===== config.mk =====
export PLATFORM = sky130hd
export DESIGN_NAME = shift_sequencer
export DESIGN_NICKNAME = d
export VERILOG_FILES = /design/src/rtl/shift_sequencer.sv
export SDC_FILE = /design/constraint.sdc
export NUM_CORES = 1
export LEC_CHECK = 0
export CELL_PAD_IN_SITES_DETAIL_PLACEMENT = 1
export CELL_PAD_IN_SITES_GLOBAL_PLACEMENT = 2
export CORE_UTILIZATION = 27
export CTS_BUF_LIST = sky130_fd_sc_hd__clkbuf_2
export CTS_CLUSTER_SIZE = 8
export DETAILED_ROUTE_END_ITERATION = 8
export MAX_ROUTING_LAYER = met4
export PLACE_DENSITY = 0.8
export SLEW_MARGIN = 20
export SYNTH_ARGS = -nofsm -noshare
export SYNTH_HDL_FRONTEND = slang
export SYNTH_SLANG_ARGS = --single-unit
export TNS_END_PERCENT = 100

===== constraint.sdc =====
create_clock -name CLK -period 1.5 [get_ports CLK]
set_input_delay 0.45 -clock CLK [delete_from_list [all_inputs] [get_ports CLK]]
set_output_delay 0.45 -clock CLK [all_outputs]
set_load 0.1 [all_outputs]

===== src/rtl/shift_sequencer.sv =====
// shift_sequencer: command-driven sequencer for a downstream 4-bit
// load/shift register. It loads a word, applies 0..7 single-bit shifts
// with a serial fill, then captures the register output into RESULT.
// The downstream register shifts whenever LOAD is low, so every
// non-shifting state drives LOAD=1 with D=Q to hold its contents.
//
// Build option: define SHIFT_SEQ_ROTATE_EN to make the fill bit come
// from the register's own outgoing bit (rotate) instead of CMD_FILL.
module shift_sequencer (
  input  logic       CLK,
  input  logic       RST_N,
  input  logic       CMD_VALID,
  output logic       CMD_READY,
  input  logic [3:0] CMD_DATA,
  input  logic       CMD_DIR,
  input  logic [2:0] CMD_COUNT,
  input  logic       CMD_FILL,
  input  logic [3:0] Q,
  output logic       LOAD,
  output logic       LR_Shift,
  output logic [3:0] D,
  output logic       BUSY,
  output logic       DONE,
  output logic [3:0] RESULT
);

  localparam logic [1:0] S_IDLE  = 2'd0;
  localparam logic [1:0] S_LOAD  = 2'd1;
  localparam logic [1:0] S_SHIFT = 2'd2;
  localparam logic [1:0] S_CAPT  = 2'd3;

  logic [1:0] state_q, state_d;
  logic [3:0] data_q,  data_d;
  logic       dir_q,   dir_d;
  logic [2:0] cnt_q,   cnt_d;
  logic [3:0] result_q, result_d;
  logic       done_q,  done_d;
  logic       armed_q;
  logic       fill_bit;
  logic       accept;

`ifdef SHIFT_SEQ_ROTATE_EN
  // Rotate: the bit leaving the register re-enters at the other end.
  logic unused_fill;
  assign unused_fill = CMD_FILL;
  assign fill_bit    = dir_q ? Q[0] : Q[3];
`else
  logic fill_q, fill_d;
  assign fill_bit = fill_q;
`endif

  // Ready only once out of reset for at least one edge, and only in IDLE.
  assign CMD_READY = armed_q && (state_q == S_IDLE);
  assign accept    = CMD_VALID && CMD_READY;
  assign BUSY      = (state_q != S_IDLE);
  assign DONE      = done_q;
  assign RESULT    = result_q;

  // Downstream register controls; no path from the CMD_* inputs.
  always_comb begin
    LOAD     = 1'b1;
    LR_Shift = 1'b0;
    D        = Q;
    case (state_q)
      S_LOAD:  D = data_q;
      S_SHIFT: begin
        LOAD     = 1'b0;
        LR_Shift = dir_q;
        D        = {4{fill_bit}};
      end
      default: D = Q;
    endcase
  end

  // Next-state and command latch logic.
  always_comb begin
    state_d  = state_q;
    data_d   = data_q;
    dir_d    = dir_q;
    cnt_d    = cnt_q;
    result_d = result_q;
    done_d   = 1'b0;
`ifndef SHIFT_SEQ_ROTATE_EN
    fill_d   = fill_q;
`endif
    case (state_q)
      S_IDLE: begin
        if (accept) begin
          data_d  = CMD_DATA;
          dir_d   = CMD_DIR;
          cnt_d   = CMD_COUNT;
`ifndef SHIFT_SEQ_ROTATE_EN
          fill_d  = CMD_FILL;
`endif
          state_d = S_LOAD;
        end
      end
      S_LOAD: state_d = (cnt_q != 3'd0) ? S_SHIFT : S_CAPT;
      S_SHIFT: begin
        cnt_d = cnt_q - 3'd1;
        if (cnt_q == 3'd1) state_d = S_CAPT;
      end
      default: begin
        result_d = Q;
        done_d   = 1'b1;
        state_d  = S_IDLE;
      end
    endcase
  end

  // State registers; reset aborts any operation and clears RESULT.
  always_ff @(posedge CLK or negedge RST_N) begin
    if (!RST_N) begin
      state_q  <= S_IDLE;
      data_q   <= 4'd0;
      dir_q    <= 1'b0;
      cnt_q    <= 3'd0;
      result_q <= 4'd0;
      done_q   <= 1'b0;
      armed_q  <= 1'b0;
`ifndef SHIFT_SEQ_ROTATE_EN
      fill_q   <= 1'b0;
`endif
    end else begin
      state_q  <= state_d;
      data_q   <= data_d;
      dir_q    <= dir_d;
      cnt_q    <= cnt_d;
      result_q <= result_d;
      done_q   <= done_d;
      armed_q  <= 1'b1;
`ifndef SHIFT_SEQ_ROTATE_EN
      fill_q   <= fill_d;
`endif
    end
  end

endmodule

Word-level counts from Yosys, hierarchy flattened
Cells that the tools add are included.

Add/subtract/negate cells: 1. Eq/ne operators: 5. Mux-type cells: 10. Reduce and logical (&&, ||, !) cells: 10.

Operators by type and width (number): $pmux 4 s2 (1); $pmux 2 s3 (1); $pmux 3 s2 (1); $reduce_and 2->1 (3); $mux 1 (4); $mux 2 (2); $ne 2x2->1 const B (2); $reduce_bool 2->1 (2); $eq 3x1->1 const B (1); $mux 3 (1); $reduce_bool 3->1 (1); $reduce_or 3->1 (1); $sub 3x1->3 const B (1); $eq 2x1->1 const B (1); $eq 2x2->1 const B (1); $logic_and 1x1->1 (2); $logic_not 2->1 (1).

Register bits after elaboration: 17. Bits of input ports: 16.

Depth between registers and ports, before layout
Gate-level depths: netlist (run 1).

Word-level depth: 5. Mapped depth: 6.

Worst setup path before layout (run 1)
OpenSTA, ideal clock, no wires.

Kind: reg2out. Start point: register state_q[0]. End point: output port D[0]. Data arrival time: 2.493 ns. Required time: 1.050 ns. Slack: -1.443 ns. Cell stages (with the launch flop): 6. Buffers on the path: 1. Path through: dfrtp_1 inv_1 ha_1 buf_1 nor2_1 a21oi_1.

Longest elaborated chain between the ends: 2. Elaborated cells between the ends (all ways): 3.

RTL lines: start: declaration (RTL line 32) `logic [1:0] state_q, state_d;`; start signal: assignment (RTL line 125) `state_q <= state_d;`; $eq 2x2->1 / $eq 2x1->1 (equally long branches) (RTL line 64) `case (state_q)`; $pmux 4 s2 * (RTL line 64); end: declaration (RTL line 21) `output logic [3:0] D,`.

Every way passes the cells marked *; elsewhere a longest branch is shown, timed or not.

Worst setup path after layout (run 1)
Start point: register state_q[0]. End point: output port D[3].

The elaborated chain is that of the path after synthesis.

==> key figures, run 1 <==
Status
  • Status: finished, violations left
  • Failing checks: negative setup slack

Logic synthesis
  • Syn nets: 106
  • #FFs+latches synth: 17
  • Largest area contributor in the netlist: dfrtp_1
  • Top cell type's share of synthesized area: 0.449
  • Syn avg cell area: 11.6 um2
  • Cell Area, Synth: 948 um2
  • Mapped Cells: 82
  • Ys Warns: 0
  • Post-synthesis sequential area ratio: 0.449
  • Synth area leaders: dfrtp_1, mux2_2, ha_1
  • Synth unique cells: 25

Floorplan
  • Die W: 61.3 um
  • Row cnt: 21
  • Core footprint: 3360 um2
  • # IOs: 29
  • Chip Height: 61.3 um
  • Initial Util: 0.282
  • Die area: 3750 um2

STA
  • Tcrit/Tclk final: 1.40
  • Final setup margin: -599 ps
  • Crit path time final: 2100 ps
  • Setup violations, final: 19
  • Final hold viol count: 0
  • Unrepaired setup endpoints after global routing: true
  • Peak Freq: 476 MHz
  • Setup TNS: -5150 ps
  • Setup Skew: 6.48 ps
  • Slew Viols, Final: 0

Setup path
  • Crit path required time: 1050 ps
  • Worst R2R End: state_q[0]$_DFFE_PN0P_
  • R2R cell count: 9
  • WP data arrival: 1650 ps
  • Worst R2R Setup Slack: -220 ps
  • Worst setup path category: flop to primary output
  • R2r startpoint: state_q[1]$_DFFE_PN0P_
  • CP endpoint kind: primary output
  • Crit-path max FO: 5
  • Critical Path Source Type: flop

Drt
  • Initial DRC count: 25
  • DRC viols: 0
  • First-pass iteration count of the detailed router: 3
  • WL final: 2820 um
  • Vias per std cell: 4.52
  • Via count: 800
  • Post-route ant nets: 0
  • Drt wl/cell: 15.9 um

Placed design
  • Placed insts: 162
  • IO buf count: 28
  • HPWL after DPL: 2000 um
  • Final RePlAce weighted congestion: 0.786

Clock tree
  • Inserted Clock Buffers: 3
  • Max clock buf depth: 2
  • Max H-tree Level: 1
  • Clock Sinks: 17
  • CTS tree: built
  • Clk slew on worst S/H paths: 190 ps
  • Worst-Skew Late Latency: 320 ps
  • Root Driver: clkbuf_2

GRT
  • Gr ovfl total: 0
  • Initial antenna violation count: 0
  • Largest net degree at the start of global routing: 18
  • First-pass GRT wire length: 4400 um
  • Vias in the first global route: 911
  • GRT Resource Usage Total: 0.172

Final layout
  • Final Util: 0.533
  • Fin cells: 177
  • # diodes: 0
  • Area growth syn-to-layout: 89.1%
  • Final #Nets: 156
  • Share of cells above drive strength 1: 0.611

Job
  • Max Cap Violations: 0

Worst hold path
  • Hold Path Class: input pin to async pin
cell usage after synthesis, drive strengths merged:
library cell	count
a21boi	1
dfrtp	17
a21oi	10
nand3	1
buf	2
a31oi	1
mux2	12
inv	6
o221a	1
o22ai	2
ha	8
nand2b	1
a221oi	2
conb	1
nand3b	1
o21ai	1
a21bo	1
and4b	1
and2	4
nor2	9
cells by family (layout without fill, tap and decap cells):
family | Yosys count | after routing | share of synthesized area
buffers and inverters | 8 | 57 | 0.0396
adder cells (fa/ha/maj) | 8 | 8 | 0.106
other | 1 | 1 | 0.00395
AND/OR/NAND/NOR | 17 | 17 | 0.107
multiplexers | 12 | 12 | 0.142
AO/OA/AOI/OAI | 19 | 19 | 0.153
flip-flops | 17 | 17 | 0.449
registers in the layout (all words and copies together) (netlist names):
register	count
RESULT	4
data_q	4
cnt_q	3
state_q	2
DONE	1
armed_q	1
dir_q	1
fill_bit	1
routing by layer:
layer,global-route usage,part of all wire
met5,-,0
met4,0.0487,0.0067
met3,0.0357,0.043
met2,0.297,0.55
met1,0.201,0.40
metrics by stage:
step           hold slack [ps]  setup WS (ps)  instance area (um2)
3_5_place_dp               506           -335                 1580
2_1_floorplan              154           -430                 1080
6_report                   429           -599                 1790
3_3_place_gp               488           -302                 1580
4_1_cts                    430           -625                 1720
5_1_grt                    423           -675                 1790
placed cells by master (no fill, tap or decap), types with 2 or more instances in the layout:
| cell | n |
|---|---|
| a21oi_2 | 2 |
| a21oi_4 | 8 |
| a221oi_2 | 2 |
| and2_4 | 3 |
| buf_12 | 14 |
| buf_4 | 10 |
| buf_6 | 8 |
| clkbuf_2 | 3 |
| clkdlybuf4s50_1 | 15 |
| clkinvlp_4 | 2 |
| dfrtp_1 | 17 |
| ha_1 | 5 |
| ha_4 | 2 |
| inv_1 | 2 |
| inv_2 | 2 |
| mux2_2 | 10 |
| mux2_4 | 2 |
| nor2_1 | 4 |
| nor2_4 | 5 |
| o22ai_1 | 2 |
layout make-up:
cell class	instances	area, um2
timing repair buffer	47	596
clock buffer	3	15.0
multi-input combinational	57	664
fill	359	1570
tap	46	57.6
sequential	17	425
clock inverter	1	5.00
inverter	6	30.0
worst max-delay path: stages (launching register included):
cell and delay, ps:
dfrtp_1 440, inv_2 90, ha_4 330, buf_12 120, nor2_4 30, a21oi_4 140, buf_12 190
how the worst max path moves through the flow:
| stage | cells past startpoint | start | to |
|---|---|---|---|
| finish | 6 | state_q[0]$_DFFE_PN0P_ | D[3] |
| global route | 6 | state_q[0]$_DFFE_PN0P_ | D[3] |
| CTS | 6 | state_q[0]$_DFFE_PN0P_ | D[3] |
| detailed placement | 4 | CMD_VALID | state_q[1]$_DFFE_PN0P_ |
| global placement | 4 | Q[0] | D[0] |
| floorplan | 5 | state_q[1]$_DFFE_PN0P_ | D[0] |
timing repair:
action                     in CTS  in global routing
hold buffers                    0                  0
gates resized for setup        14                 11
cloned                          0                  0
setup endpoints to repair      12                 19
pin swaps                       4                  5
setup buffers                   7                  5
Power of run 1 is not shown: default switching activity piles up to over one toggle a cycle in this logic, so the estimate is an artifact.
==> run 2, diff against run 1 <==
Settings changed: RECOVER_POWER set to 100.
==> key figures, run 2 (synthesis gave the netlist of run 1 again) <==
STA
  • Setup violations, final: 19 (unchanged)
  • Final hold viol count: 0 (unchanged)
  • Tcrit/Tclk final: 1.40 (unchanged)
  • Peak Freq: 476 MHz (unchanged)
  • Slew Viols, Final: 0 (unchanged)
  • Crit path time final: 2100 ps (unchanged)
  • Setup TNS: -5150 ps (+5.18 ps)
  • Setup Skew: 6.48 ps (unchanged)
  • Unrepaired setup endpoints after global routing: true
  • Final setup margin: -599 ps (unchanged)
  • Final hold slack: 547 ps (+118 ps)

Final layout
  • Fin cells: 177 (unchanged)
  • Final #Nets: 156 (unchanged)
  • Commonest non-fill, non-tap cell in the layout: dfrtp_1
  • # diodes: 0 (unchanged)
  • Share of cells above drive strength 1: 0.611 (unchanged)
  • Commonest non-fill, non-tap cells in the layout: dfrtp_1, clkdlybuf4s50_1, buf_12
  • Fin area: 1790 um2 (-0.14%)
  • Area growth syn-to-layout: 88.8%

Status
  • Failing checks: negative setup slack
  • Status: finished, violations left

Placed design
  • Placed Area: 1580 um2 (unchanged)
  • HPWL after DPL: 2000 um (unchanged)
  • IO buf count: 28 (unchanged)
  • Placed insts: 162 (unchanged)
  • Final RePlAce weighted congestion: 0.786 (unchanged)

Clock tree
  • CTS tree: built
  • Root Driver: clkbuf_2
  • Inserted Clock Buffers: 3 (unchanged)
  • Clk slew on worst S/H paths: 190 ps (about the same)
  • Worst-Skew Late Latency: 320 ps (about the same)
  • Clock Sinks: 17 (unchanged)
  • Max H-tree Level: 1 (unchanged)
  • Max clock buf depth: 2 (unchanged)

Floorplan
  • Initial Util: 0.282 (unchanged)
  • Die W: 61.3 um (unchanged)
  • Chip Height: 61.3 um (unchanged)
  • Core footprint: 3360 um2 (unchanged)
  • # IOs: 29 (unchanged)
  • Die area: 3750 um2 (unchanged)
  • Row cnt: 21 (unchanged)

GRT
  • Initial antenna violation count: 0 (unchanged)
  • Gr ovfl total: 0 (unchanged)
  • GRT Resource Usage Total: 0.172 (unchanged)
  • First-pass GRT wire length: 4400 um (unchanged)
  • Vias in the first global route: 911 (unchanged)
  • Largest net degree at the start of global routing: 18 (unchanged)

Setup path
  • Critical Path Source Type: flop
  • WP data arrival: 1650 ps (about the same)
  • Worst setup path category: flop to primary output
  • Crit path required time: 1050 ps (about the same)
  • CP endpoint kind: primary output
  • Crit-path max FO: 5 (unchanged)

Job
  • Max Cap Violations: 0 (unchanged)

Drt
  • Post-route ant nets: 0 (unchanged)
  • Via count: 802 (+0.25%)
  • WL final: 2810 um (-0.11%)
  • Initial DRC count: 25 (unchanged)
  • Vias per std cell: 4.53 (+0.25%)
  • DRC viols: 0 (unchanged)
  • Drt wl/cell: 15.9 um (-0.11%)
  • First-pass iteration count of the detailed router: 3 (unchanged)

Worst hold path
  • Hold Path Class: flop to flop
[run 2: cell count changes in the layout (fill, tap and decap cells not counted), sizes merged]
| cell | before | now |
|---|---|---|
| clkdlybuf4s50 | 15 | 14 |
| dlygate4sd3 | 0 | 1 |
| buf | 32 | 31 |
| clkbuf | 3 | 4 |
[run 2: worst paths after layout]
check	startpoint	endpoint	slack, ps	cells past startpoint
max	state_q[0]$_DFFE_PN0P_	D[3]	-600	6
min	fill_bit$_DFFE_PN0P_	fill_bit$_DFFE_PN0P_	550	1
max reg2reg	state_q[1]$_DFFE_PN0P_	state_q[0]$_DFFE_PN0P_	-220	9
min reg2reg	fill_bit$_DFFE_PN0P_	fill_bit$_DFFE_PN0P_	550	1
max in group asynchronous	RST_N	data_q[1]$_DFFE_PN0P_	600	2
min in group asynchronous	RST_N	armed_q$_DFF_PN0_	580	2
[run 2: what timing repair did]
| action | CTS | global route |
|---|---|---|
| pin swaps | 4 | 5 |
| setup buffers | 7 | 5 |
| hold endpoints to repair | 0 | 0 |
| setup endpoints to repair | 12 | 19 |
| resized for setup | 14 | 11 |
| hold buffers | 0 | 0 |
[run 2: area by class of cell]
cell class / instances / area [um2]
inverters: 6 / 30.0
clock buffers: 3 / 15.0
clock inverters: 1 / 5.00
multi-input cells: 57 / 664
well taps: 46 / 57.6
repair buffers: 47 / 593
fillers: 359 / 1570
flip-flops and latches: 17 / 425
[run 2: routing by layer]
metal / global-route usage / share of wire / up-vias
met3: 0.0357 / 0.043 / 2
li1: - / - / 384
met1: 0.201 / 0.40 / 391
met2: 0.297 / 0.55 / 25
met5: - / 0 / -
met4: 0.0487 / 0.0068 / 0
[run 2: worst max-delay path: stages (launching register included)]
cell and delay, ps:
dfrtp_1 440, inv_2 90, ha_4 330, buf_12 120, nor2_4 30, a21oi_4 140
buf_12 190
[run 2: per-stage QoR]
stage                     setup slack (ps)   util
final                                 -599  0.532
after detailed placement              -335  0.469
after floorplan                       -430      -
after global routing                  -675  0.532
after global placement                -302  0.469
after CTS                             -625  0.512
Power of run 2 is left out for the same reason.
